## src/rtl/spi_txn_arbiter_pkg.sv

```systemverilog
// Shared types and constants for the SPI transaction arbiter: FSM state
// encoding, default length width and operation encodings.
package spi_arb_pkg;

  typedef enum logic [2:0] {
    ST_IDLE,
    ST_GRANT,
    ST_START,
    ST_WAIT_BUSY,
    ST_RUN,
    ST_DONE
  } arb_state_t;

  localparam int LEN_W_DEF = 16;

  localparam logic OP_WR = 1'b0;
  localparam logic OP_RD = 1'b1;

endpackage

```

## src/rtl/spi_txn_arbiter_if.sv

```systemverilog
// Requester-side bundle of the SPI arbiter: per-requester request/start,
// TX/RX byte strobes, and the grant/completion signals returned to them.
interface spi_txn_arbiter_if
  import spi_arb_pkg::*;
#(
  parameter int NREQ  = 2,
  parameter int DATA  = 8,
  parameter int LEN_W = LEN_W_DEF
);

  logic [NREQ-1:0]       req;
  logic [NREQ-1:0]       req_start;
  logic [NREQ*LEN_W-1:0] req_len;
  logic [NREQ-1:0]       req_op;
  logic [NREQ-1:0]       gnt;
  logic [NREQ-1:0]       done;
  logic                  err;
  logic [NREQ*DATA-1:0]  req_wdata;
  logic [NREQ-1:0]       req_wr;
  logic [NREQ-1:0]       req_full;
  logic [DATA-1:0]       req_rdata;
  logic [NREQ-1:0]       req_rd;
  logic [NREQ-1:0]       req_empty;

  // Requester FSMs drive requests and byte strobes.
  modport master (
    output req, req_start, req_len, req_op, req_wdata, req_wr, req_rd,
    input  gnt, done, err, req_full, req_rdata, req_empty
  );

  // The arbiter answers with grant, completion and steered FIFO status.
  modport slave (
    input  req, req_start, req_len, req_op, req_wdata, req_wr, req_rd,
    output gnt, done, err, req_full, req_rdata, req_empty
  );

endinterface

```

## src/rtl/spi_txn_arbiter_rr.sv

```systemverilog
// Round-robin picker: searches from the index after the last winner and
// remembers the winner when the caller accepts the grant.
module rr_arbiter
#(
  parameter  int NREQ  = 2,
  localparam int IDX_W = $clog2(NREQ)
) (
  input  logic             clk,
  input  logic             rst,
  input  logic [NREQ-1:0]  req,
  input  logic             accept,
  output logic [NREQ-1:0]  gnt,
  output logic [IDX_W-1:0] idx,
  output logic             any
);

  logic [IDX_W-1:0] ptr_reg;
  logic [IDX_W:0]   cand;

  always_comb begin
    gnt  = '0;
    idx  = ptr_reg;
    any  = 1'b0;
    cand = '0;
    // Offset NREQ wraps back to the previous winner, so it is checked last.
    for (int k = 1; k <= NREQ; k++) begin
      cand = {1'b0, ptr_reg} + (IDX_W+1)'(k);
      if (cand >= (IDX_W+1)'(NREQ)) begin
        cand = cand - (IDX_W+1)'(NREQ);
      end
      if (!any && req[cand[IDX_W-1:0]]) begin
        any = 1'b1;
        idx = cand[IDX_W-1:0];
      end
    end
    if (any) begin
      gnt[idx] = 1'b1;
    end
  end

  // Starting at NREQ-1 makes requester 0 the first winner out of reset.
  always_ff @(posedge clk) begin
    if (rst) begin
      ptr_reg <= IDX_W'(NREQ - 1);
    end else if (accept && any) begin
      ptr_reg <= idx;
    end
  end

endmodule

```

## src/rtl/spi_txn_arbiter.sv

```systemverilog
// Shares one SPI transaction engine and its TX/RX FIFOs between NREQ
// requesters: grants one at a time, launches work, tracks busy and timeouts.
module spi_txn_arbiter
  import spi_arb_pkg::*;
#(
  parameter int DATA    = 8,
  parameter int NREQ    = 2,
  parameter int LEN_W   = LEN_W_DEF,
  parameter int BUSY_TO = 1024
) (
  input  logic             clk,
  input  logic             rst,
  spi_txn_arbiter_if.slave bus,
  output logic [DATA-1:0]  wdata,
  output logic             wr,
  input  logic             full,
  input  logic [DATA-1:0]  rdata,
  output logic             rd,
  input  logic             empty,
  output logic [LEN_W-1:0] len,
  output logic             op,
  output logic             work,
  input  logic             busy
);

  localparam int IDX_W = $clog2(NREQ);
  localparam int CNT_W = $clog2(BUSY_TO + 1);
  localparam logic [CNT_W-1:0] CNT_TO = CNT_W'(BUSY_TO);

  arb_state_t       state_reg, state_next;
  logic [NREQ-1:0]  gnt_reg, gnt_next;
  logic [NREQ-1:0]  done_reg, done_next;
  logic [IDX_W-1:0] owner_reg, owner_next;
  logic             err_reg, err_next;
  logic             work_reg, work_next;
  logic [LEN_W-1:0] len_reg, len_next;
  logic             op_reg, op_next;
  logic [CNT_W-1:0] cnt_reg, cnt_next, cnt_inc;

  logic [NREQ-1:0]  arb_gnt;
  logic [IDX_W-1:0] arb_idx;
  logic             arb_any;
  logic             arb_accept;

  logic [DATA-1:0]  wdata_arr [NREQ];
  logic [LEN_W-1:0] len_arr   [NREQ];

  rr_arbiter #(.NREQ(NREQ)) u_rr (
    .clk    (clk),
    .rst    (rst),
    .req    (bus.req),
    .accept (arb_accept),
    .gnt    (arb_gnt),
    .idx    (arb_idx),
    .any    (arb_any)
  );

  // Per-requester unpacking and FIFO status steering; non-owners see a
  // permanently full TX FIFO and an empty RX FIFO.
  for (genvar gi = 0; gi < NREQ; gi++) begin : g_req
    assign wdata_arr[gi]     = bus.req_wdata[gi*DATA +: DATA];
    assign len_arr[gi]       = bus.req_len[gi*LEN_W +: LEN_W];
    assign bus.req_full[gi]  = gnt_reg[gi] ? full  : 1'b1;
    assign bus.req_empty[gi] = gnt_reg[gi] ? empty : 1'b1;
  end

  assign wdata         = wdata_arr[owner_reg];
  assign wr            = bus.req_wr[owner_reg] & gnt_reg[owner_reg];
  assign rd            = bus.req_rd[owner_reg] & gnt_reg[owner_reg] & ~empty;
  assign bus.req_rdata = rdata;

  assign bus.gnt  = gnt_reg;
  assign bus.done = done_reg;
  assign bus.err  = err_reg;
  assign len      = len_reg;
  assign op       = op_reg;
  assign work     = work_reg;

  assign cnt_inc = (&cnt_reg) ? cnt_reg : cnt_reg + 1'b1;

  always_comb begin
    state_next = state_reg;
    gnt_next   = gnt_reg;
    owner_next = owner_reg;
    done_next  = '0;
    err_next   = 1'b0;
    work_next  = 1'b0;
    len_next   = len_reg;
    op_next    = op_reg;
    cnt_next   = cnt_reg;
    arb_accept = 1'b0;

    unique case (state_reg)
      ST_IDLE: begin
        if (arb_any) begin
          arb_accept = 1'b1;
          gnt_next   = arb_gnt;
          owner_next = arb_idx;
          state_next = ST_GRANT;
        end
      end

      ST_GRANT: begin
        if (bus.req_start[owner_reg]) begin
          len_next = len_arr[owner_reg];
          op_next  = bus.req_op[owner_reg];
          // A zero-length transaction never reaches the engine.
          if (len_arr[owner_reg] == '0) begin
            done_next  = gnt_reg;
            err_next   = 1'b1;
            state_next = ST_DONE;
          end else begin
            work_next  = 1'b1;
            state_next = ST_START;
          end
        end else if (!bus.req[owner_reg]) begin
          gnt_next   = '0;
          state_next = ST_IDLE;
        end
      end

      ST_START: begin
        cnt_next   = '0;
        state_next = ST_WAIT_BUSY;
      end

      ST_WAIT_BUSY: begin
        if (busy) begin
          state_next = ST_RUN;
        end else if (cnt_inc == CNT_TO) begin
          done_next  = gnt_reg;
          err_next   = 1'b1;
          state_next = ST_DONE;
        end else begin
          cnt_next = cnt_inc;
        end
      end

      ST_RUN: begin
        if (!busy) begin
          done_next  = gnt_reg;
          state_next = ST_DONE;
        end
      end

      ST_DONE: begin
        gnt_next   = '0;
        state_next = ST_IDLE;
      end

      default: begin
        gnt_next   = '0;
        state_next = ST_IDLE;
      end
    endcase
  end

  always_ff @(posedge clk) begin
    if (rst) begin
      state_reg <= ST_IDLE;
      gnt_reg   <= '0;
      done_reg  <= '0;
      owner_reg <= '0;
      err_reg   <= 1'b0;
      work_reg  <= 1'b0;
      len_reg   <= '0;
      op_reg    <= OP_WR;
      cnt_reg   <= '0;
    end else begin
      state_reg <= state_next;
      gnt_reg   <= gnt_next;
      done_reg  <= done_next;
      owner_reg <= owner_next;
      err_reg   <= err_next;
      work_reg  <= work_next;
      len_reg   <= len_next;
      op_reg    <= op_next;
      cnt_reg   <= cnt_next;
    end
  end

endmodule

```

## src/flat_wrapper.sv

```systemverilog
// flat-port wrapper written by rule: the top's interface ports become plain ports
module spi_txn_arbiter_flat import spi_arb_pkg::*;
#(
  parameter int DATA    = 8,
  parameter int NREQ    = 2,
  parameter int LEN_W   = LEN_W_DEF,
  parameter int BUSY_TO = 1024
)
  (clk, rst, wdata, wr, full, rdata, rd, empty, len, op, work, busy, bus_req, bus_req_start, bus_req_len, bus_req_op, bus_req_wdata, bus_req_wr, bus_req_rd, bus_gnt, bus_done, bus_err, bus_req_full, bus_req_rdata, bus_req_empty);
  spi_txn_arbiter_if #(.NREQ(NREQ), .DATA(DATA), .LEN_W(LEN_W)) bus_i ();
  input  logic clk;
  input  logic rst;
  output logic [DATA-1:0] wdata;
  output logic wr;
  input  logic full;
  input  logic [DATA-1:0] rdata;
  output logic rd;
  input  logic empty;
  output logic [LEN_W-1:0] len;
  output logic op;
  output logic work;
  input  logic busy;
  input wire logic [$bits(bus_i.req)-1:0] bus_req;
  input wire logic [$bits(bus_i.req_start)-1:0] bus_req_start;
  input wire logic [$bits(bus_i.req_len)-1:0] bus_req_len;
  input wire logic [$bits(bus_i.req_op)-1:0] bus_req_op;
  input wire logic [$bits(bus_i.req_wdata)-1:0] bus_req_wdata;
  input wire logic [$bits(bus_i.req_wr)-1:0] bus_req_wr;
  input wire logic [$bits(bus_i.req_rd)-1:0] bus_req_rd;
  output wire logic [$bits(bus_i.gnt)-1:0] bus_gnt;
  output wire logic [$bits(bus_i.done)-1:0] bus_done;
  output wire logic [$bits(bus_i.err)-1:0] bus_err;
  output wire logic [$bits(bus_i.req_full)-1:0] bus_req_full;
  output wire logic [$bits(bus_i.req_rdata)-1:0] bus_req_rdata;
  output wire logic [$bits(bus_i.req_empty)-1:0] bus_req_empty;
  assign bus_i.req = bus_req;
  assign bus_i.req_start = bus_req_start;
  assign bus_i.req_len = bus_req_len;
  assign bus_i.req_op = bus_req_op;
  assign bus_i.req_wdata = bus_req_wdata;
  assign bus_i.req_wr = bus_req_wr;
  assign bus_i.req_rd = bus_req_rd;
  assign bus_gnt = bus_i.gnt;
  assign bus_done = bus_i.done;
  assign bus_err = bus_i.err;
  assign bus_req_full = bus_i.req_full;
  assign bus_req_rdata = bus_i.req_rdata;
  assign bus_req_empty = bus_i.req_empty;
  spi_txn_arbiter #(.DATA(DATA), .NREQ(NREQ), .LEN_W(LEN_W), .BUSY_TO(BUSY_TO)) u_core (.clk(clk), .rst(rst), .bus(bus_i), .wdata(wdata), .wr(wr), .full(full), .rdata(rdata), .rd(rd), .empty(empty), .len(len), .op(op), .work(work), .busy(busy));
endmodule
```

## config.mk

```make
export PLATFORM = sky130hd
export DESIGN_NAME = spi_txn_arbiter_flat
export DESIGN_NICKNAME = d
export VERILOG_FILES = /design/src/rtl/spi_txn_arbiter_pkg.sv /design/src/rtl/spi_txn_arbiter_if.sv /design/src/rtl/spi_txn_arbiter_rr.sv /design/src/rtl/spi_txn_arbiter.sv /design/src/flat_wrapper.sv
export SDC_FILE = /design/constraint.sdc
export NUM_CORES = 1
export LEC_CHECK = 0
export BUFFER_PORTS_ARGS = -buffer_cell sky130_fd_sc_hd__buf_2
export CAP_MARGIN = 15
export CORE_ASPECT_RATIO = 1.5
export CORE_UTILIZATION = 50
export CTS_BUF_LIST = sky130_fd_sc_hd__clkbuf_8
export CTS_CLUSTER_DIAMETER = 80
export DETAILED_ROUTE_END_ITERATION = 8
export MAX_ROUTING_LAYER = met4
export PLACE_DENSITY = 0.85
export SYNTH_ARGS = -nofsm -noshare
export SYNTH_HDL_FRONTEND = slang
export SYNTH_SLANG_ARGS = --single-unit
```

## constraint.sdc

```tcl
create_clock -name clk -period 6.9 [get_ports clk]
set_clock_uncertainty 0.15 [all_clocks]
set_input_delay 0.345 -clock clk [delete_from_list [all_inputs] [get_ports clk]]
set_output_delay 0.345 -clock clk [all_outputs]
set_load 0.02 [all_outputs]
```

# Word level (Yosys, flattened, before mapping)

Index checks and enable logic that the tools add are counted.

Flip-flop bits (word level): 39
Bits in latches: 0
Bits in writable memories: 0
Memory bits (read-only): 0
Bits of input ports: 71
Output and inout bits: 45
Logic and storage cells: 123
Memories: 0

Add/subtract/negate cells: 5
Multiply operators: 0
Divide/modulo/power cells: 0
Magnitude comparators: 8
Eq/ne operators: 13
Shift-type cells: 0
Mux-type cells: 64
Bitwise operators: 8
Reduce and logical (&&, ||, !) cells: 15

Operators by type and width:

| operator              | count |
|---|---|
| $mux 16               | 3 |
| $mux 1                | 34 |
| $mux 11               | 3 |
| $mux 8                | 3 |
| $pmux 11 s2           | 1 |
| $mux 3                | 7 |
| $logic_not 16->1      | 1 |
| $mux 2                | 8 |
| $pmux 3 s5            | 1 |
| $ne 2x2->1 const B    | 6 |
| $pmux 2 s3            | 2 |
| $add 11x1->11 const B | 1 |
| $eq 11x11->1 const B  | 1 |
| $reduce_and 11->1     | 1 |
| $lt 1x2->1 const B    | 4 |
| $reduce_and 4->1      | 2 |
| $eq 3x2->1 const B    | 2 |
| $ge 2x2->1 const B    | 3 |
| $ne 3x2->1 const B    | 2 |
| $reduce_or 3->1       | 2 |
| $not 1->1             | 4 |
| $reduce_and 2->1      | 2 |
| $and 1x1->1           | 3 |
| $eq 3x1->1 const B    | 1 |
| other kinds (13)      | 16 |

# Longest topological paths before layout

Depth in word-level cells: 15
Depth in mapped cells: 9
Depth with buffers taken out: 7

# By module

A second synthesis with hierarchy kept.

Cell total of the unflattened synthesis: 290
Area total of the unflattened synthesis: 2458.6 um^2

By module, submodules not included:

| module          | instances | cells each | area each (um^2) | sequential area each (um^2) |
|---|---|---|---|---|
| spi_txn_arbiter | 1         | 280        | 2381.0           | 760.7 |
| rr_arbiter      | 1         | 10         | 77.6             | 20.0 |

# Worst setup path after synthesis

Ideal clock, no wire load.

Kind: register to register
Start point: reg u_core.cnt_reg[0]
End point: reg u_core.cnt_reg[3]
Library setup time: 74 ps
Data arrival time: 2146 ps
Data required time: 6676 ps
Setup slack: 4530 ps
Cell stages (with the launch flop): 9
Path buffers: 1
Clock period less this slack: 2370 ps
Cells stage by stage: dfxtp_1 ha_1 nand4_1 or3_1 buf_6 o2111ai_4 nor4_2 or4_1 a31oi_1

Cells in the longest elaborated chain, start to end: 5
Elaborated cells on any way between the ends: 9
Classes of those cells: add/sub (1); eq/ne (2); mux (4); reduce/logical (2)

RTL lines:

| what                                                             | RTL line               | text |
|---|---|---|
| start: declaration                                               | spi_txn_arbiter.sv:38  | `logic [CNT_W-1:0] cnt_reg, cnt_next, cnt_inc;` |
| start signal: assignment                                         | spi_txn_arbiter.sv:178 | `cnt_reg <= cnt_next;` |
| $add 11x1->11 / $reduce_and 11->1 (equally long branches)        | spi_txn_arbiter.sv:79  | `assign cnt_inc = (&cnt_reg) ? cnt_reg : cnt_reg + 1'b1;` |
| $mux 11 (*)                                                      | spi_txn_arbiter.sv:79  |  |
| $eq 11x11->1 / $mux 11 (equally long branches)                   | spi_txn_arbiter.sv:130 | `end else if (cnt_inc == CNT_TO) begin` |
| $ne 2x2->1 (no line) / $mux 11 (equally long branches)           | n/a                    |  |
| $reduce_and 3->1 (no line) / $pmux 11 s2 (equally long branches) | n/a                    |  |

Every way passes the cells marked *; elsewhere a longest branch is shown, timed or not. The select of a mux whose other input is x is not followed.
A chain may end at the register's enable or synchronous reset.

# Worst setup path in the final report

Start point: reg u_core.cnt_reg[0]
End point: reg u_core.cnt_reg[1]

The elaborated chain is that of the path after synthesis.

==> flow_summary.ini <==
[grt]
antenna_found_initial = 0
grt_pass1_vias = 2445
overflow = 0
grt_usage_pct = 27.6
grt_max_degree = 37
grt_pass1_wl_um = 10700

[logic_synthesis]
syn_inst = 300
async_flop_share_pct = 0
ys_types = 59
synth_fp_nets = 372
synth_edf_count = 0
synth-seq-cells = 39
yosysSeqAreaShare_pct = 31.1
netlist_area_um2 = 2510
yosysWarnings = 0
synth_ff_type = dfxtp_1
postSynthAreaPerCell_um2 = 8.37

[cts]
cts_resized = 0
clk_path_buf_depth = 2
clock-sinks = 39
cts_tree = built
cts-root-buf = clkbuf_8
clkLatencyLatePin_ps = 300
cts-hold-fix-buffers = 0
cts_made_buffers = 5
cts_setup_buffers = 0
cts-htree-levels = 2
path_clk_slew_ps = 80

[setup_path]
cp.arrival_ps = 3390
path_buf_inv = 0
r2r_cells = 7
worst_ep_required_time_ps = 6960
r2r_setup_slack_ps = 3570
critical_path_class = flop to flop
crit_fanout = 14
rr_endpoint = u_core.cnt_reg[1]
crit_family = simple AND/OR/NAND/NOR gates
crit_chain = ha_1 > nand4_1 > nor4_1 > nor3_2 > nor4_2 > a211oi_1 > o32ai_2
cpPeakStageDelay_ps = 930
worst_setup_path_start_kind = flop
crit-reg2reg-launch = u_core.cnt_reg[0]
cp-end-kind = flop
slowest_stage = nor4_2

[cells_and_area]
mostFrequentLayoutCell = buf_2
final_cell_mix = buf_2, dfxtp_1, nor2_1
regArea_um2 = 781
layout.cells.non_filler = 444
syn_to_final_growth_pct = 21.5
largest_reg_flops = 16
nets = 449
fin_util_pct = 62.9
fillers = 414
drive_gt1_share_pct = 34.4
diodes = 0
multi_input_area_um2 = 1530

[sta]
relSlewSlack_pct = 27.3
timing.fmax_ghz = 0.300
finalMaxSlewViolations = 0
post-route-period-util_pct = 48.3
period_needed_ps = 3330
setup_viol = 0
fin_hold_ws_ps = 221
setup_tns_ps = 0
rsz0062_at_grt = no
tightest_slew_ps = 1080
hold_viol = 0

[placed_design]
place.gp.congestion = 0.896
dpl.cell_count = 436
dp_hpwl_um = 5170
portBuffers = 99

[flow_run]
cap_viol_max_count = 0

[min_path]
hold_path_class = primary input to flop
hold_start = bus_req[1]
hold_depth = 3
holdPathEnd = u_core.u_rr.ptr_reg

[floorplanning]
num_io_pins = 116
die_h_um = 88.8
start_util_pct = 51.8
coreArea_um2 = 4850
rows = 31
die_width_um = 59.9
die_area_um2 = 5320

[pwr]
p_per_area_nw_per_um2 = 193
vdd_ir_drop_max_mv = 0.148
leakagePower_uw = 0.00125

[route]
detail_route.iter0.violations = 114
wl_per_cell_um = 15.2
ant_nets = 0
finalWirelength_um = 6770
firstDrtPassIters = 4
vias = 2596
route.detailed.drc = 0
avgViaCountPerCell = 5.85

[outcome]
status = finished, final reports clean
==> through the flow <==
stage               total power (µW)  setup slack (ps)  instance area (µm²)
floorplan                        350              4530                 2510
global placement                 391              3880                 2930
detailed placement               394              3640                 2930
CTS                              590              3610                 3050
global route                     612              3310                 3050
finish                           590              3570                 3050
==> power breakdown <==
part | internal (µW) | leakage, µW | total [µW] | switching (µW)
sequential | 239 | 0.000318 | 251 | 12.0
combinational | 56.9 | 0.000869 | 139 | 81.9
clock | 117 | 0.0000612 | 201 | 83.5
==> synthesized netlist by cell type, drive strengths merged, types with 2 or more instances <==
master  instances  area share, %
dfxtp          39             31
mux2            9            4.0
o211ai          3           0.90
o21a            2           0.60
nor4           14            4.2
a31oi           6            1.7
nand2b          6            1.5
or3             5            1.2
o311ai          2           0.70
clkbuf         14            2.1
nor2b           4            1.0
nor3           12            2.6
a21oi          16            3.2
o21ai           5            1.0
nand2          22            3.3
and3            6            1.5
a211oi         19            5.7
nand3           5            1.0
or4b            2           0.80
buf            17            5.1
o221a           2           0.90
inv             7            1.0
nand4           7            2.0
and4            3            1.1
o21bai          2           0.60
or2             3           0.75
mux2i          19            7.6
nor2           28            4.2
==> cell type report <==
type,instances,share of cell area [%]
clock buffer,6,2.71
clock inverter,2,1.15
inverter,7,0.861
multi-input combinational,223,50.3
sequential,39,25.6
tap,66,2.71
timing repair buffer,101,16.7
==> layer usage <==
layer  up-vias  global-route usage, %  wire length (µm)
li1       1274                      -                 -
met1      1178                   29.2              2550
met2       119                   47.9              3610
met3        25                   4.68               362
met4         0                   14.4               247
met5         -                      -                 0
==> worst max-delay path by stage <==
stage                      startpoint                end  slack, ps  cells after the start
global placement    u_core.cnt_reg[0]  u_core.cnt_reg[1]       3880                      7
global route        u_core.cnt_reg[0]  u_core.cnt_reg[0]       3310                      7
CTS                 u_core.cnt_reg[0]  u_core.cnt_reg[1]       3610                      7
finish              u_core.cnt_reg[0]  u_core.cnt_reg[1]       3570                      7
floorplan           u_core.cnt_reg[0]  u_core.cnt_reg[3]       4530                      8
detailed placement  u_core.cnt_reg[0]  u_core.cnt_reg[1]       3640                      7
==> kinds of logic after synthesis <==
kind of cell / Yosys count / synth area share (%)
flip-flops: 39 / 31.1
AND/OR/NAND/NOR: 120 / 26.0
adder cells (fa/ha/maj): 1 / 0.498
XOR/XNOR: 1 / 0.349
buffers and inverters: 38 / 8.22
multiplexers: 28 / 11.6
AO/OA/AOI/OAI: 73 / 22.2
==> worst register-to-register path: stages (launching register included) <==
cell	delay, ps
dfxtp_1	460
ha_1	500
nand4_1	240
nor4_1	390
nor3_2	110
nor4_2	930
a211oi_1	230
o32ai_2	240
Power figures use the tool's default switching activity.
